## config.mk

```make
export PLATFORM = sky130hd
export DESIGN_NAME = seq_mem_fifo
export DESIGN_NICKNAME = d
export VERILOG_FILES = /design/src/rtl/seq_fifo_pkg.sv /design/src/rtl/seq_fifo_mem.sv /design/src/rtl/seq_mem_fifo.sv
export SDC_FILE = /design/constraint.sdc
export NUM_CORES = 1
export LEC_CHECK = 0
export ABC_AREA = 1
export BUFFER_PORTS_ARGS = -buffer_cell sky130_fd_sc_hd__buf_4
export CAP_MARGIN = 40
export CORE_ASPECT_RATIO = 1.1
export CORE_MARGIN = 10
export CORE_UTILIZATION = 40
export CTS_CLUSTER_DIAMETER = 80
export DETAILED_ROUTE_END_ITERATION = 16
export PLACE_DENSITY = 0.65
export SYNTH_ARGS = -nofsm -noshare
export SYNTH_HDL_FRONTEND = slang
export SYNTH_SLANG_ARGS = --single-unit
```

## constraint.sdc

```tcl
create_clock -name clk -period 2.82 [get_ports clk]
set_input_delay 0.282 -clock clk [delete_from_list [all_inputs] [get_ports clk]]
set_output_delay 0.282 -clock clk [all_outputs]
set_load 0.02 [all_outputs]
```

## src/rtl/seq_fifo_pkg.sv

```systemverilog
// Shared defaults and width helpers for the sequential-memory FIFO.
package seq_fifo_pkg;

  localparam int SEQ_FIFO_WIDTH_DEF = 8;
  localparam int SEQ_FIFO_DEPTH_DEF = 16;

  // Width of a counter that must represent 0..depth inclusive.
  function automatic int cnt_w(input int depth);
    return $clog2(depth + 1);
  endfunction

endpackage

```

## src/rtl/seq_fifo_mem.sv

```systemverilog
// Storage array with one enabled write port and one enabled synchronous read
// port; the registered read data doubles as the FIFO output register.
module seq_fifo_mem #(
  parameter int WIDTH = 8,
  parameter int DEPTH = 16
) (
  input  logic                       clk,
  input  logic                       rst_n,
  input  logic                       we,
  input  logic [$clog2(DEPTH)-1:0]   waddr,
  input  logic [WIDTH-1:0]           wdata,
  input  logic                       re,
  input  logic [$clog2(DEPTH)-1:0]   raddr,
  output logic [WIDTH-1:0]           rdata
);

  logic [WIDTH-1:0] r_mem [0:DEPTH-1];
  logic [WIDTH-1:0] r_rdata;

  // Array has no reset so it maps onto plain RAM.
  always_ff @(posedge clk) begin
    if (we) r_mem[waddr] <= wdata;
  end

  always_ff @(posedge clk or negedge rst_n) begin
    if (!rst_n)  r_rdata <= '0;
    else if (re) r_rdata <= r_mem[raddr];
  end

  assign rdata = r_rdata;

endmodule

```

## src/rtl/seq_mem_fifo.sv

```systemverilog
// Valid/ready FIFO over seq_fifo_mem with a registered head stage.
// Optional checks: define SEQ_MEM_FIFO_CHECK_EN.
module seq_mem_fifo
  import seq_fifo_pkg::*;
#(
  parameter int WIDTH = SEQ_FIFO_WIDTH_DEF,
  parameter int DEPTH = SEQ_FIFO_DEPTH_DEF
) (
  input  logic                      clk,
  input  logic                      rst_n,
  input  logic                      clr,
  input  logic                      push_valid,
  output logic                      push_ready,
  input  logic [WIDTH-1:0]          push_data,
  output logic                      pop_valid,
  input  logic                      pop_ready,
  output logic [WIDTH-1:0]          pop_data,
  output logic [cnt_w(DEPTH)-1:0]   count
);

  localparam int PW = $clog2(DEPTH);
  localparam int CW = cnt_w(DEPTH);
  localparam logic [CW-1:0] DEPTH_C = CW'(DEPTH);

  logic [PW-1:0] r_wr_ptr, r_rd_ptr;
  logic [CW-1:0] r_mem_cnt;
  logic          r_out_valid;

  logic          w_push_fire, w_pop_fire, w_load, w_re;
  logic [CW-1:0] w_count;

  assign w_count     = r_mem_cnt + CW'(r_out_valid);
  // Ready never looks at pop_ready, so a full FIFO stalls for one cycle on pop.
  assign push_ready  = rst_n & (w_count < DEPTH_C) & ~clr;
  assign pop_valid   = r_out_valid;
  assign w_push_fire = push_valid & push_ready;
  assign w_pop_fire  = r_out_valid & pop_ready;
  assign w_load      = (r_mem_cnt != '0) & (~r_out_valid | w_pop_fire);
  assign w_re        = w_load & ~clr;
  assign count       = w_count;

  seq_fifo_mem #(.WIDTH(WIDTH), .DEPTH(DEPTH)) u_mem (
    .clk   (clk),
    .rst_n (rst_n),
    .we    (w_push_fire),
    .waddr (r_wr_ptr),
    .wdata (push_data),
    .re    (w_re),
    .raddr (r_rd_ptr),
    .rdata (pop_data)
  );

`ifdef SEQ_MEM_FIFO_CHECK_EN
  logic [PW-1:0] w_diff;
  logic [CW-1:0] w_exp_cnt;
  assign w_diff    = r_wr_ptr - r_rd_ptr;
  assign w_exp_cnt = (w_diff == '0 && r_mem_cnt != '0) ? DEPTH_C : CW'(w_diff);
`endif

  always_ff @(posedge clk or negedge rst_n) begin
    if (!rst_n) begin
      r_wr_ptr    <= '0;
      r_rd_ptr    <= '0;
      r_mem_cnt   <= '0;
      r_out_valid <= 1'b0;
    end else if (clr) begin
      r_wr_ptr    <= '0;
      r_rd_ptr    <= '0;
      r_mem_cnt   <= '0;
      r_out_valid <= 1'b0;
    end else begin
      if (w_push_fire) r_wr_ptr <= r_wr_ptr + PW'(1);
      if (w_load)      r_rd_ptr <= r_rd_ptr + PW'(1);
      case ({w_push_fire, w_load})
        2'b10:   r_mem_cnt <= r_mem_cnt + CW'(1);
        2'b01:   r_mem_cnt <= r_mem_cnt - CW'(1);
        default: r_mem_cnt <= r_mem_cnt;
      endcase
      if (w_load)          r_out_valid <= 1'b1;
      else if (w_pop_fire) r_out_valid <= 1'b0;
    end
`ifdef SEQ_MEM_FIFO_CHECK_EN
    if (rst_n) begin
      assert (w_count <= DEPTH_C);
      assert (r_mem_cnt == w_exp_cnt);
      if (push_valid && !push_ready) $display("push stall count=%0d", w_count);
    end
`endif
  end

endmodule
```

==> parameters.txt, run 1 <==
Parameter                              Value

Clock tree
  Clock insertion delay at the later pin of the skew report ... 0.42 ns
  Max H-tree Level ... 4
  Clock-pin transition on the worst setup and hold timing paths ... 0.06 ns
  TritonCTS clock tree ... built
  Library cell used as clock root buffer ... clkbuf_16
  CTS sink cnt ... 150
  Maximum number of buffers from clock root to sink ... 2
  Number of buffers inserted during clock tree synthesis ... 17
  Setup fix buffers added after clock tree synthesis ... 0
  Cells resized by post-CTS repair ... 0

Floorplanning
  Area inside the core boundary ... 0.01568 mm^2
  Ports ... 28
  Row cnt ... 48
  Die W ... 140.2 um
  Die outline height ... roughly 150 um
  Die area ... 0.02134 mm^2
  Effective utilization at floorplan ... 0.4056

Layout
  Leading cell types in the layout, fill and taps excluded ... edfxtp_1, nor2_1, o21ai_0
  Layout area overhead ... 16.41%
  Share of cells above drive strength 1 ... 0.1896
  Most common cell after layout, fill and taps aside ... edfxtp_1
  ANT cells ... 0
  Final Net Count ... 568

Worst setup path
  CP delay by family, top ... simple AND/OR/NAND/NOR gates
  Critical path data required time ... around 3.1 ns
  Critical path's slowest cell ... dfrtp_1
  Max Fanout on Critical Path ... 7
  Register-to-Register Setup Slack ... 0.48 ns
  Arr. time, crit path ... 2.65 ns
  Worst Setup Start Kind ... flip-flop
  Most common cell type on the critical path ... nand2_1
  Crit path buf inv count ... 2
  Critical Path Max Stage Delay ... 0.46 ns
  List of cells traversed by the critical path ... ha_1 > ha_1 > nand3_1 > nand2_1 > nand2_2 > nand3_4 > nand2_4 > inv_4 > ha_1 > nand4_1 > nand2_1 > inv_1 > nand2_1 > nand2_1 > nand3_2 > nand2_1
  Type of the worst setup path ... flip-flop to flip-flop
  Critical Path Sink Type ... flip-flop

Global routing
  Wire length of the first global-routing pass ... ~23,000 um
  Global route overflow ... 0
  Antenna violations before repair ... 0
  Overall routing resource usage ... 0.1362
  Number of global-route vias before repair ... 4,160
  Maximum number of pins on one net before global-route repair ... 67

Pwr
  Areal power density over the cells ... just over 900 mW/mm^2
  Peak supply drop ... 481.3 uV
  Leakage power summed over all cells ... 2.623 nW

Routing
  Total length of routed wires ... 14,590 um
  DR iter-0 viols ... roughly 450
  Antenna-violating nets left ... 0
  Length of the first detailed-routing pass in iterations ... 5
  Overall via count from detail_route ... roughly 4,200
  Via density per instance ... 5.536
  Post-route DRC violation count ... 0
  Routed length per placed instance ... 19.22 um

Logic synthesis
  Number of flops mapped to enable cells by yosys ... around 130
  Yosys warns ... 0
  Async S/R FF share, synth ... 0.1467
  Syn avg cell area ... 12.59 um^2
  Gate count of the mapped netlist ... between 500 and 600
  Predominant post-synthesis flop cell ... edfxtp_1
  Post-synthesis cell type count ... 35
  Synth Cell Area ... 0.006357 mm^2
  Post-Synthesis Net Count ... 527
  Sequential cell area fraction in the yosys report ... 0.6912
  Register bit total from synthesis ... 150

Placement
  Routability Congestion ... 0.8071
  Count of buffers inserted at the top-level ports ... 27
  Setup slack after placement ... 0.5033 ns
  Half-perimeter wire length after placement ... 9098 um

STA
  Number of setup violations in the final report ... 0
  Worst-Margin Slew ... 0.7154 ns
  Maximum clock frequency ... 427.1 MHz
  Minimum clock period ... 2.341 ns
  Final sum of negative setup slack ... 0 ns
  Tightest slew margin relative to the limit ... 0.5231
  Number of hold-slack violations in the final timing report ... 0
  Setup slack of the critical path after layout ... 0.4788 ns
  Setup repair after global routing missed its margin ... no
  Setup Skew ... between 0.009 and 0.01 ns
  Final Cycle Share ... 0.8302
  Pins over their slew limit ... 0

Min path
  Worst min-delay path category ... input pin to flip-flop

Outcome
  Result of the run ... finished, final reports clean

Run
  Total of max-cap violations ... 0
metrics by stage:
step,util,hold WS (ns),power (mW),std cells,area [um^2]
5_1_grt,0.4721,0.09626,7.150,759,7401
2_1_floorplan,-,-0.01359,4.080,505,6357
6_report,0.4721,0.08986,6.793,759,7401
3_3_place_gp,0.4343,0.1877,4.577,726,6808
4_1_cts,0.4721,0.07605,6.820,759,7401
3_5_place_dp,0.4343,0.1941,4.626,726,6808
Yosys cell counts, types with 3 or more instances:
cell type	instances	area, um^2
inv_4	3	18.77
clkbuf_1	11	41.29
nand2_1	36	135.1
nor2_1	76	285.3
nand3_1	24	120.1
dfrtp_1	22	550.5
buf_6	6	67.56
inv_1	20	75.07
nand2_2	5	31.28
ha_1	9	112.6
inv_2	3	11.26
nor2_2	8	50.05
o21ai_0	60	300.3
edfxtp_1	128	3844
buf_2	7	35.03
o21ai_1	13	65.06
o21a_1	9	67.56
xor2_1	3	26.28
nand3_2	3	30.03
o211ai_1	10	75.07
o22ai_1	11	68.82
o221ai_1	22	192.7
where the power goes:
| part | internal, mW | total [mW] | switching [mW] |
|---|---|---|---|
| logic | 0.653 | 1.95 | 1.29 |
| registers | 2.53 | 2.64 | 0.108 |
| clock network | 1.32 | 2.21 | 0.892 |
| total | 4.50 | 6.79 | 2.30 |
flip-flops by register name (all words and copies together) (netlist names):
register,cells
r_mem_cnt,5
r_wr_ptr,4
pop_valid,1
u_mem.r_mem,128
r_rd_ptr,4
u_mem.rdata,8
path summary, 6_finish.rpt:
kind	from	end	cells past startpoint
worst max-delay path	r_mem_cnt[0]$_DFFE_PN0P_	r_mem_cnt[4]$_DFFE_PN0P_	16
worst min-delay path	clr	pop_valid$_DFFE_PN0P_	2
worst max register to register	r_mem_cnt[0]$_DFFE_PN0P_	r_mem_cnt[4]$_DFFE_PN0P_	16
worst min register to register	u_mem.rdata[6]$_DFFE_PN0P_	u_mem.rdata[6]$_DFFE_PN0P_	1
max in group asynchronous	rst_n	r_rd_ptr[0]$_DFFE_PN0P_	2
min in group asynchronous	rst_n	u_mem.rdata[7]$_DFFE_PN0P_	2
layout make-up:
class                      instances  area [um^2]
timing repair buffer              48        375.4
clock inverter                    13        150.1
fill                            1358         8274
clock buffer                      19        432.9
sequential                       150         4395
inverter                          27        108.9
tap                              200        250.2
multi-input combinational        302         1688
logic make-up after synthesis:
group,synth area share
AO/OA/AOI/OAI,0.1271
AND/OR/NAND/NOR,0.1151
XOR/XNOR,0.005512
flip-flops,0.6912
buffers and inverters,0.04330
adder cells (fa/ha/maj),0.01771
routing by layer:
layer | up-vias | routed length, um | GRT usage
met5 | - | 0 | 0
met4 | 0 | 375 | 0.06152
met3 | 25 | 766 | 0.03180
met2 | 166 | 7622 | 0.2333
met1 | 2079 | 5821 | 0.1574
li1 | 1932 | - | -
worst reg2reg max path: cells and delay by family, from the launching register on:
family | cells | cell delay [ns]
fa+ha+maj | 3 | 0.81
buf+inv | 2 | 0.10
flops | 1 | 0.46
simple gates | 11 | 0.88
timing repair:
item / 4_1_cts / 5_1_grt
hold endpoints to repair: 22 / 0
hold buffers: 1 / 0
endpoints found under the setup margin: 0 / 0
Note: power is estimated with default switching activity, not from simulation.
==> run 2, diff against run 1 <==
--- a/config.mk
+++ b/config.mk
@@ -5,7 +5,7 @@
 export SDC_FILE = /design/constraint.sdc
 export NUM_CORES = 1
 export LEC_CHECK = 0
-export ABC_AREA = 1
+export ABC_AREA = 0
 export BUFFER_PORTS_ARGS = -buffer_cell sky130_fd_sc_hd__buf_4
 export CAP_MARGIN = 40
 export CORE_ASPECT_RATIO = 1.1
==> constraint.sdc (replaced) <==
create_clock -name clk -period 2.3 [get_ports clk]
set_input_delay 0.23 -clock clk [delete_from_list [all_inputs] [get_ports clk]]
set_output_delay 0.23 -clock clk [all_outputs]
set_load 0.02 [all_outputs]
==> run 2 against run 1 <==
Cell count down 20%. Synthesized cell count down 33%. Hold slack better by 0.037 ns. Count of clock-buffer cells in the layout down 2. The flow now finishes with violations (negative setup slack). Worst setup slack worse by 0.73 ns. Die area down 1.5%. Clock skew about the same. First-iteration DRC count down 53%. Highest routed layer unchanged. Design area up 3.2%.
==> parameters.txt, run 2 <==
Parameter                              Value

Outcome
  Result of the run ... finished, violations left
  Violations in the final reports ... negative setup slack

Logic synthesis
  Top post-synthesis cells by area ... edfxtp_1, mux4_2, dfrtp_1, mux2i_1, ha_1
  Top-count cell post-synth ... edfxtp_1
  Most numerous cell types in the synthesized netlist ... edfxtp_1, mux4_2, dfrtp_1
  Syn avg cell area ... around 18 um^2
  Synth Cell Area ... 0.006243 mm^2
  Sequential cell area fraction in the yosys report ... 0.7038
  Most area-hungry cell type in the Yosys netlist ... edfxtp_1
  Post-Synthesis Net Count ... 362
  Yosys warns ... 0
  Register bit total from synthesis ... 150
  Gate count of the mapped netlist ... 340
  Area share of the leading cell type in the synthesized netlist ... 0.6156
  Post-synthesis cell type count ... 47
  Predominant post-synthesis flop cell ... edfxtp_1
  Number of flops mapped to enable cells by yosys ... 128
  Async S/R FF share, synth ... 0.1467

Placement
  Count of buffers inserted at the top-level ports ... 27
  Setup slack after placement ... -0.2240 ns
  Half-perimeter wire length after placement ... 8039 um
  Cell area reported after detailed placement ... 0.006958 mm^2
  Routability Congestion ... 0.8279
  Number of placed cells counting well taps ... 577

Clock tree
  TritonCTS clock tree ... built
  Clock insertion delay at the later pin of the skew report ... 0.42 ns
  Clock-pin transition on the worst setup and hold timing paths ... roughly 0.060 ns
  Number of buffers inserted during clock tree synthesis ... 17
  CTS sink cnt ... 150
  Library cell used as clock root buffer ... clkbuf_16
  Maximum number of buffers from clock root to sink ... 2
  Setup fix buffers added after clock tree synthesis ... 0
  Max H-tree Level ... 4

Routing
  Routed length per placed instance ... just over 20 um
  Antenna-violating nets left ... 0
  Via density per instance ... 5.300
  DR iter-0 viols ... around 210
  Total length of routed wires ... about 12,000 um
  Overall via count from detail_route ... 3,233
  Post-route DRC violation count ... 0
  Length of the first detailed-routing pass in iterations ... 4

Worst setup path
  Type of the worst setup path ... flip-flop to flip-flop
  Worst Setup Start Kind ... flip-flop
  Critical path's slowest cell ... dfrtp_2
  Critical path data required time ... between 2 and 3 ns
  Critical Path Sink Type ... flip-flop
  Most common cell type on the critical path ... ha_4
  List of cells traversed by the critical path ... ha_4 > ha_4 > and3_4 > mux2i_4 > nand2b_4 > xnor2_2 > ha_2 > o31a_2 > o32a_1 > mux2_4
  Max Fanout on Critical Path ... 3
  Critical Path Max Stage Delay ... around 0.42 ns
  Arr. time, crit path ... between 2 and 3 ns

Global routing
  Wire length of the first global-routing pass ... 19,770 um
  Number of global-route vias before repair ... between 3,000 and 4,000
  Antenna violations before repair ... 0
  Overall routing resource usage ... 0.1238
  Global route overflow ... 0
  Maximum number of pins on one net before global-route repair ... 36

Floorplanning
  Die outline height ... 151.0 um
  Die W ... 139.1 um
  Area inside the core boundary ... approximately 0.015 mm^2
  Die area ... 0.02101 mm^2
  Row cnt ... 47
  Effective utilization at floorplan ... 0.4115
  Ports ... 28

STA
  Final Cycle Share ... 1.107
  Pins over their slew limit ... 0
  Number of hold-slack violations in the final timing report ... 0
  Tightest slew margin relative to the limit ... 0.6742
  Maximum clock frequency ... 392.6 MHz
  Minimum clock period ... around 2.5 ns
  Setup slack of the critical path after layout ... -0.2468 ns
  Number of setup violations in the final report ... 35
  Setup repair after global routing missed its margin ... yes
  Setup Skew ... 0.008893 ns
  Worst-Margin Slew ... 0.4887 ns

Pwr
  Total Power ... 8.453 mW
  Areal power density over the cells ... about 1100 mW/mm^2
  Leakage power summed over all cells ... 2.621 nW
  Peak supply drop ... 485.9 uV

Layout
  Share of cells above drive strength 1 ... 0.3841
  Fin util ... 0.5034
  Final Net Count ... 423
  Top reg by flops ... u_mem.r_mem
  ANT cells ... 0
  Number of flip-flops in the largest register ... 128
  Post-route cell area ... 0.007637 mm^2
  Most common cell after layout, fill and taps aside ... edfxtp_1
  Non-filler cells in the finished layout ... just over 600
  Layout area overhead ... 22.32%
  Leading cell types in the layout, fill and taps excluded ... edfxtp_1, buf_4, mux4_2

Min path
  Worst min-delay path category ... input pin to flip-flop

Run
  Total of max-cap violations ... 0
run 2: changes by cell type in the layout (fill, tap and decap cells not counted), sizes merged, moves of 13 or more:
cell,delta
buf,+13
inv,-22
mux2i,+18
mux4,+32
nand2,-26
nand3,-23
nor2,-71
o21ai,-71
o221ai,-14
run 2: final cells by class:
type | count | area (um^2)
inverters | 7 | 26.28
clock inverters | 15 | 162.7
flip-flops and latches | 150 | 4397
fillers | 1279 | 7535
clock buffers | 17 | 425.4
multi-input cells | 164 | 1846
well taps | 196 | 245.2
repair buffers | 61 | 535.5
run 2: kinds of logic (layout without fill, tap and decap cells):
family,Yosys count,in the layout,synth area share
multiplexers,53,53,0.1503
AO/OA/AOI/OAI,22,22,0.02866
flip-flops,150,150,0.7038
adder cells (fa/ha/maj),9,9,0.01804
buffers and inverters,26,100,0.02405
XOR/XNOR,9,9,0.01262
AND/OR/NAND/NOR,71,71,0.06252
run 2: repair_timing:
item,CTS,global route
gates resized for setup,12,4
hold buffers,1,0
endpoints found under the hold margin,22,0
endpoints found under the setup margin,67,99
pin swaps,2,2
run 2: worst max-delay path, delay by kind of cell, from the launching register on:
family                     cells  cell delay, ns
muxes                          2            0.48
xor gates and xnor gates       1            0.13
adders and majority gates      3            0.52
AOI/OAI and AO/OA              2            0.57
DFF                            1            0.42
and+or+nand+nor                2            0.32
run 2: path summary, 6_finish.rpt:
check | cells after the start | slack, ns | end | start
setup / recovery | 10 | -0.25 | r_mem_cnt[4]$_DFFE_PN0P_ | pop_valid$_DFFE_PN0P_
hold / removal | 1 | 0.13 | u_mem.r_mem[15][3]$_DFFE_PP_ | push_data[3]
setup reg to reg | 10 | -0.25 | r_mem_cnt[4]$_DFFE_PN0P_ | pop_valid$_DFFE_PN0P_
hold reg to reg | 2 | 0.51 | u_mem.rdata[7]$_DFFE_PN0P_ | u_mem.rdata[7]$_DFFE_PN0P_
max in group asynchronous | 3 | 1.67 | r_rd_ptr[0]$_DFFE_PN0P_ | rst_n
min in group asynchronous | 3 | 0.37 | r_mem_cnt[2]$_DFFE_PN0P_ | rst_n
run 2: through the flow:
stage | hold slack (ns) | TNS, ns
2_1_floorplan | -0.06559 | -0.6113
4_1_cts | 0.1154 | -0.4123
3_5_place_dp | 0.2528 | -2.913
3_3_place_gp | 0.2447 | -1.703
5_1_grt | 0.1311 | -7.708
6_report | 0.1273 | -1.403
run 2: report_power, final:
part / total (mW) / switching (mW) / internal [mW] / leakage, nW
combinational: 2.50 / 1.24 / 1.26 / 0.904
clock: 2.73 / 1.04 / 1.69 / 0.283
sequential: 3.22 / 0.123 / 3.10 / 1.43
run 2: metal layers:
layer  global-route usage  wire length, um  up-vias
li1                     -                -     1470
met1               0.1499             5372     1683
met2               0.2066             6466       64
met3              0.03320              410       16
met4              0.05115              182        0
met5                    0                0        -
